## config.mk

```make
export PLATFORM = sky130hd
export DESIGN_NAME = hazard_stall_unit
export DESIGN_NICKNAME = d
export VERILOG_FILES = /design/src/rtl/hazard_stall_unit.sv
export SDC_FILE = /design/constraint.sdc
export NUM_CORES = 1
export LEC_CHECK = 0
export CORE_AREA = 3 3 71 73
export CTS_CLUSTER_DIAMETER = 200
export DETAILED_ROUTE_END_ITERATION = 6
export DIE_AREA = 0 0 74 76
export GPL_TIMING_DRIVEN = 0
export PLACE_DENSITY = 0.89
export SLEW_MARGIN = 30
export SYNTH_ARGS = -nofsm -noshare
export SYNTH_HDL_FRONTEND = slang
export SYNTH_SLANG_ARGS = --single-unit
```

## constraint.sdc

```tcl
create_clock -name clk -period 4.87 [get_ports clk]
set_input_delay 1.461 -clock clk [delete_from_list [all_inputs] [get_ports clk]]
set_output_delay 1.461 -clock clk [all_outputs]
set_load 0.05 [all_outputs]
```

## src/rtl/hazard_stall_unit.sv

```systemverilog
// -----------------------------------------------------------------------------
// hazard_stall_unit
//   Pipeline hazard/stall controller for the 5-stage RV32I core. It produces
//   the decoder's NoOp input (ID/EX bubble), the PC and IF/ID write enables,
//   the IF/ID flush and the global freeze. It handles load-use hazards,
//   EX-resolved redirects (taken branch, JAL, JALR) and cache-miss stalls.
//   It also keeps saturating stall/flush performance counters.
//
// Parameters
//   FLUSH_CYCLES  cycles of IF/ID flush + NoOp per redirect (1..7)
//   CNT_W         width of the performance counters
//
// Ports
//   clk, rst_n       core clock, asynchronous active-low reset
//   IFID_opcode_i    opcode of the instruction in ID
//   IFID_rs1_i/rs2_i source register fields of the instruction in ID
//   IDEX_MemRead_i   instruction in EX is a load
//   IDEX_rd_i        destination register of the instruction in EX
//   redirect_i       EX resolved a taken branch/JAL/JALR (1-cycle pulse)
//   ICACHE_stall_i   I-cache miss in progress
//   DCACHE_stall_i   D-cache miss in progress
//   NoOp_o           zero control word into ID/EX
//   PCWrite_o        PC register update enable
//   IFIDWrite_o      IF/ID register update enable
//   IFFlush_o        clear IF/ID to NOP
//   freeze_o         hold all pipeline registers
//   stall_cnt_o      cycles with PCWrite_o=0 (saturating)
//   flush_cnt_o      redirects applied (saturating)
// -----------------------------------------------------------------------------
module hazard_stall_unit #(
  parameter int unsigned FLUSH_CYCLES = 1,
  parameter int unsigned CNT_W        = 16
) (
  input  logic             clk,
  input  logic             rst_n,
  input  logic [6:0]       IFID_opcode_i,
  input  logic [4:0]       IFID_rs1_i,
  input  logic [4:0]       IFID_rs2_i,
  input  logic             IDEX_MemRead_i,
  input  logic [4:0]       IDEX_rd_i,
  input  logic             redirect_i,
  input  logic             ICACHE_stall_i,
  input  logic             DCACHE_stall_i,
  output logic             NoOp_o,
  output logic             PCWrite_o,
  output logic             IFIDWrite_o,
  output logic             IFFlush_o,
  output logic             freeze_o,
  output logic [CNT_W-1:0] stall_cnt_o,
  output logic [CNT_W-1:0] flush_cnt_o
);

  localparam logic [6:0] OPC_JAL    = 7'b1101111;
  localparam logic [6:0] OPC_LUI    = 7'b0110111;
  localparam logic [6:0] OPC_AUIPC  = 7'b0010111;
  localparam logic [6:0] OPC_OP     = 7'b0110011;
  localparam logic [6:0] OPC_STORE  = 7'b0100011;
  localparam logic [6:0] OPC_BRANCH = 7'b1100011;

  localparam logic [2:0]       FLUSH_RELOAD = 3'(FLUSH_CYCLES - 1);
  localparam logic             MULTI_FLUSH  = (FLUSH_CYCLES > 1) ? 1'b1 : 1'b0;
  localparam logic [CNT_W-1:0] CNT_MAX      = {CNT_W{1'b1}};
  localparam logic [CNT_W-1:0] CNT_ONE      = CNT_W'(1);

  typedef enum logic [0:0] {
    ST_RUN   = 1'b0,
    ST_FLUSH = 1'b1
  } state_t;

  state_t           state_r, state_s;
  logic [2:0]       flush_left_r, flush_left_s;
  logic             pending_r, pending_s;
  logic [CNT_W-1:0] stall_cnt_r, flush_cnt_r;

  logic uses_rs1_s, uses_rs2_s, load_use_s, mem_stall_s;
  logic noop_s, pcwrite_s, ifidwrite_s, ifflush_s, freeze_s, flush_inc_s;

  // Source-operand decode and load-use hazard detection for the ID instruction
  always_comb begin
    uses_rs1_s  = !((IFID_opcode_i == OPC_JAL) || (IFID_opcode_i == OPC_LUI) ||
                    (IFID_opcode_i == OPC_AUIPC));
    uses_rs2_s  = (IFID_opcode_i == OPC_OP) || (IFID_opcode_i == OPC_STORE) ||
                  (IFID_opcode_i == OPC_BRANCH);
    load_use_s  = IDEX_MemRead_i && (IDEX_rd_i != 5'd0) &&
                  ((uses_rs1_s && (IDEX_rd_i == IFID_rs1_i)) ||
                   (uses_rs2_s && (IDEX_rd_i == IFID_rs2_i)));
    mem_stall_s = ICACHE_stall_i || DCACHE_stall_i;
  end

  // Prioritised next-state and control outputs (combinational, same cycle)
  always_comb begin
    state_s      = state_r;
    flush_left_s = flush_left_r;
    pending_s    = pending_r;
    flush_inc_s  = 1'b0;
    noop_s       = 1'b0;
    pcwrite_s    = 1'b1;
    ifidwrite_s  = 1'b1;
    ifflush_s    = 1'b0;
    freeze_s     = 1'b0;

    if (!rst_n) begin
      // Hold the pipeline quiet while reset is asserted.
      noop_s      = 1'b1;
      pcwrite_s   = 1'b0;
      ifidwrite_s = 1'b0;
    end else if (mem_stall_s) begin
      // A redirect seen during a miss is remembered and applied afterwards.
      freeze_s    = 1'b1;
      pcwrite_s   = 1'b0;
      ifidwrite_s = 1'b0;
      pending_s   = pending_r || redirect_i;
    end else if (redirect_i || pending_r) begin
      // Redirect wins over load-use: the dependent instruction is squashed.
      ifflush_s   = 1'b1;
      noop_s      = 1'b1;
      pending_s   = 1'b0;
      flush_inc_s = 1'b1;
      if (MULTI_FLUSH) begin
        state_s      = ST_FLUSH;
        flush_left_s = FLUSH_RELOAD;
      end else begin
        state_s      = ST_RUN;
        flush_left_s = 3'd0;
      end
    end else if (state_r == ST_FLUSH) begin
      ifflush_s = 1'b1;
      noop_s    = 1'b1;
      if (flush_left_r <= 3'd1) begin
        state_s      = ST_RUN;
        flush_left_s = 3'd0;
      end else begin
        flush_left_s = flush_left_r - 3'd1;
      end
    end else if (load_use_s) begin
      // One bubble is enough: it clears IDEX_MemRead on the next cycle.
      noop_s      = 1'b1;
      pcwrite_s   = 1'b0;
      ifidwrite_s = 1'b0;
    end else begin
      noop_s = 1'b0;
    end
  end

  // State, pending redirect and saturating performance counters
  always_ff @(posedge clk or negedge rst_n) begin
    if (!rst_n) begin
      state_r      <= ST_RUN;
      flush_left_r <= 3'd0;
      pending_r    <= 1'b0;
      stall_cnt_r  <= {CNT_W{1'b0}};
      flush_cnt_r  <= {CNT_W{1'b0}};
    end else begin
      state_r      <= state_s;
      flush_left_r <= flush_left_s;
      pending_r    <= pending_s;
      if (!pcwrite_s && (stall_cnt_r != CNT_MAX)) begin
        stall_cnt_r <= stall_cnt_r + CNT_ONE;
      end else begin
        stall_cnt_r <= stall_cnt_r;
      end
      if (flush_inc_s && (flush_cnt_r != CNT_MAX)) begin
        flush_cnt_r <= flush_cnt_r + CNT_ONE;
      end else begin
        flush_cnt_r <= flush_cnt_r;
      end
    end
  end

  assign NoOp_o      = noop_s;
  assign PCWrite_o   = pcwrite_s;
  assign IFIDWrite_o = ifidwrite_s;
  assign IFFlush_o   = ifflush_s;
  assign freeze_o    = freeze_s;
  assign stall_cnt_o = stall_cnt_r;
  assign flush_cnt_o = flush_cnt_r;

endmodule

```

==> results.sh <==
export IMPL_cts_buffers=5
export IMPL_yosysWarnings=0
export IMPL_slew_violations=0
export IMPL_die_h_um=76
export IMPL_holdPathEnd="flush_left_r[2]$_DFFE_PN0P_"
export IMPL_maxSlewHeadroom=0.459
export IMPL_holdWs_ps=489
export IMPL_drt_initial_drc_count=83
export IMPL_design_area_sq_um=2960
export IMPL_drt_first_pass_iters=4
export IMPL_core_area_sq_um=4410
export IMPL_grt_antenna_before_repair=0
export IMPL_final_cells=337
export IMPL_peakVddDrop_mv=0.224
export IMPL_critPathRequiredTime_ps=3410
export IMPL_grt_usage=0.187
export IMPL_grt_pass1_vias=1933
export IMPL_syn_area_sq_um=2080
export IMPL_finalNetCount=317
export IMPL_drt_total_wl_um=5090
export IMPL_die_x_um=74
export IMPL_power_leakage_nw=1.27
export IMPL_fillCellCount=329
export IMPL_place_congestion=0.776
export IMPL_min_period_ps=4760
export IMPL_synth_fp_nets=242
export IMPL_r2r_end="flush_cnt_o[6]$_DFFE_PN0P_"
export IMPL_cts_sinks=37
export IMPL_powerDensity_nw_per_um2=402
export IMPL_hold_depth=1
export IMPL_syn_to_final_growth_pct=42.2
export IMPL_dp_cells=327
export IMPL_yosysTopAreaCell="dfrtp_1"
export IMPL_yosysSeqAreaShare=0.445
export IMPL_holdCritStartpoint="flush_left_r[2]$_DFFE_PN0P_"
export IMPL_crit_path_end_kind="output pin"
export IMPL_htreeDepth=2
export IMPL_clock_latency_ps=280
export IMPL_crit_type="in2out"
export IMPL_crit_chain="clkdlybuf4s50_1 -> xor2_1 -> nor3_1 -> nand3_1 -> o22a_1 -> buf_6 -> nand2_4 -> inv_2 -> buf_4 -> buf_8"
export IMPL_worst_pin_slew_ps=805
export IMPL_io_buffers=64
export IMPL_regArea_sq_um=926
export IMPL_synth_cells=210
export IMPL_maxCapViolations=0
export IMPL_ys_types=44
export IMPL_clock_fmax_mhz=210
export IMPL_cts_clk_slew_worst_paths_ps=70
export IMPL_root_buffer="clkbuf_8"
export IMPL_overflow=0
export IMPL_diodes=0
export IMPL_wire_per_inst_um=15.1
export IMPL_synth_seq_cells=37
export IMPL_cp_max_fo=5
export IMPL_cts_buffer_depth=2
export IMPL_fin_worst_skew_ps=3.74
export IMPL_setup_violations=0
export IMPL_synth_top_cells_by_area="dfrtp_1 44%, xnor2_1 6.7%, xor2_1 6.7%"
export IMPL_period_share=0.978
export IMPL_vias=1845
export IMPL_initial_core_util=0.471
export IMPL_placed_area_sq_um=2800
export IMPL_num_rows=24
export IMPL_cts_tree="built"
export IMPL_drc_errors=0
export IMPL_cpPeakStageDelay_ps=520
export IMPL_grt_max_degree=31
export IMPL_antenna_left=0
export IMPL_final_util=0.670
export IMPL_fin_total_pwr_mw=1.19
export IMPL_post_dp_hpwl_um=3830
export IMPL_die_area_sq_um=5620
export IMPL_hold_path_class="reg2reg"
export IMPL_r2r_start="flush_cnt_o[3]$_DFFE_PN0P_"
export IMPL_status="complete, no violations"
export IMPL_r2r_slack_ps=2510
export IMPL_critPathLaunchType="primary input"
export IMPL_vias_per_cell=5.47
export IMPL_grt_pass1_wl_um=8470
export IMPL_multi_input_area_sq_um=1130
export IMPL_drive_above_1_share=0.119
export IMPL_hold_violations=0
export IMPL_ctsHoldBuffers=0
export IMPL_synth_top_cell_area_share=0.445
export IMPL_reg2regPathDepth=8
export IMPL_io_pins=65
export IMPL_synth_avg_cell_area_sq_um=9.91
export IMPL_cp_slowest_cell="clkdlybuf4s50_1"
export IMPL_arrival_ps=3300
-- metrics by stage --
step	TNS (ps)	setup WS, ps
floorplan	0	103
global route	-0.914	-0.914
CTS	-10.7	-10.7
global placement	-9700	-1880
detailed placement	-2940	-945
finish	0	109
-- logic make-up after synthesis --
kind of cell,Yosys count,synth area share
adders and majority gates,4,0.0241
DFF,37,0.445
and+or+nand+nor,78,0.192
buffers and inverters,13,0.0289
muxes,7,0.0373
xor gates and xnor gates,32,0.135
AOI/OAI and AO/OA,39,0.138
-- layout make-up --
class | instances | area share
repair buffers | 68 | 0.231
plain buffers | 5 | 0.0114
flip-flops and latches | 37 | 0.313
well taps | 52 | 0.0220
clock buffers | 7 | 0.0292
multi-input cells | 160 | 0.384
inverters | 8 | 0.0101
-- worst max path at each step --
stage	start	end	slack [ps]	cells after the start
floorplan	IDEX_rd_i[1]	PCWrite_o	100	8
global placement	rst_n	IFFlush_o	-1880	6
detailed placement	IDEX_rd_i[1]	PCWrite_o	-950	10
CTS	IFID_opcode_i[5]	PCWrite_o	-10	10
global route	IDEX_rd_i[0]	PCWrite_o	-0.9	10
finish	IDEX_rd_i[0]	PCWrite_o	110	10
-- flip-flops by register name (all words and copies together) (netlist names) --
name	flops
flush_left_r	3
stall_cnt_o	16
pending_r	1
flush_cnt_o	16
state_r	1
-- cell usage in the layout, fill, tap and decap left out, types with 6 or more instances in the layout --
master,netlist,layout
dfrtp_1,37,37
clkdlybuf4s50_1,0,52
nand2_1,22,21
nor2_1,16,16
xor2_1,16,16
nand4_1,6,6
xnor2_1,16,16
o21ai_0,9,8
inv_1,8,7
a21oi_1,6,6
and3_1,6,6
nand3_1,11,11
clkbuf_8,0,6
-- layer usage --
| layer | GRT usage | wire length, um |
|---|---|---|
| met1 | 0.219 | 2060 |
| met2 | 0.333 | 2710 |
| met3 | 0.0501 | 259 |
| met4 | 0.0417 | 46 |
| met5 | 0 | 0 |
-- critical path: cells and delay by family --
family | cells | cell delay (ps)
xor+xnor | 1 | 210
buf+inv | 5 | 960
simple gates | 3 | 480
compound gates | 1 | 190
-- report_power, final --
part	switching (mW)	internal [mW]	total, mW
registers	0.0792	0.369	0.448
clock network	0.0982	0.112	0.210
logic	0.337	0.194	0.531
total	0.514	0.675	1.19
-- synth_stat cells --
| cell type | count |
|---|---|
| nand2b_1 | 2 |
| a31o_2 | 1 |
| nor3_1 | 3 |
| nor2b_1 | 1 |
| o211a_1 | 1 |
| a2111oi_4 | 1 |
| mux2_1 | 1 |
| nand2_1 | 22 |
| or4_1 | 1 |
| a22oi_1 | 1 |
| xor2_1 | 16 |
| clkbuf_1 | 3 |
| o22ai_1 | 2 |
| a2bb2oi_1 | 1 |
| nand4_1 | 6 |
| inv_1 | 8 |
| xnor2_1 | 16 |
| buf_6 | 1 |
| o31ai_1 | 1 |
| o22a_1 | 1 |
| dfrtp_1 | 37 |
| o21ai_0 | 9 |
| and3_1 | 6 |
| ha_1 | 4 |
| mux2_2 | 5 |
| and4_1 | 3 |
| buf_4 | 1 |
| a21oi_1 | 6 |
| nor3b_2 | 1 |
| a21boi_0 | 2 |
| or3b_1 | 1 |
| and2_1 | 3 |
| o2111ai_1 | 2 |
| a31oi_2 | 1 |
| nor2_1 | 16 |
| a31oi_1 | 1 |
| mux2i_1 | 1 |
| o211ai_1 | 3 |
| a21oi_2 | 1 |
| nand3_1 | 11 |
| nor4_2 | 1 |
| a311oi_1 | 1 |
| or3_1 | 1 |
| a211oi_1 | 4 |
-- repair_timing --
action	4_1_cts	5_1_grt
endpoints found under the setup margin	4	4
gates cloned	0	0
pin swaps	4	4
setup buffers	1	2
gates resized for setup	31	12
(Power assumes the default switching activity.)
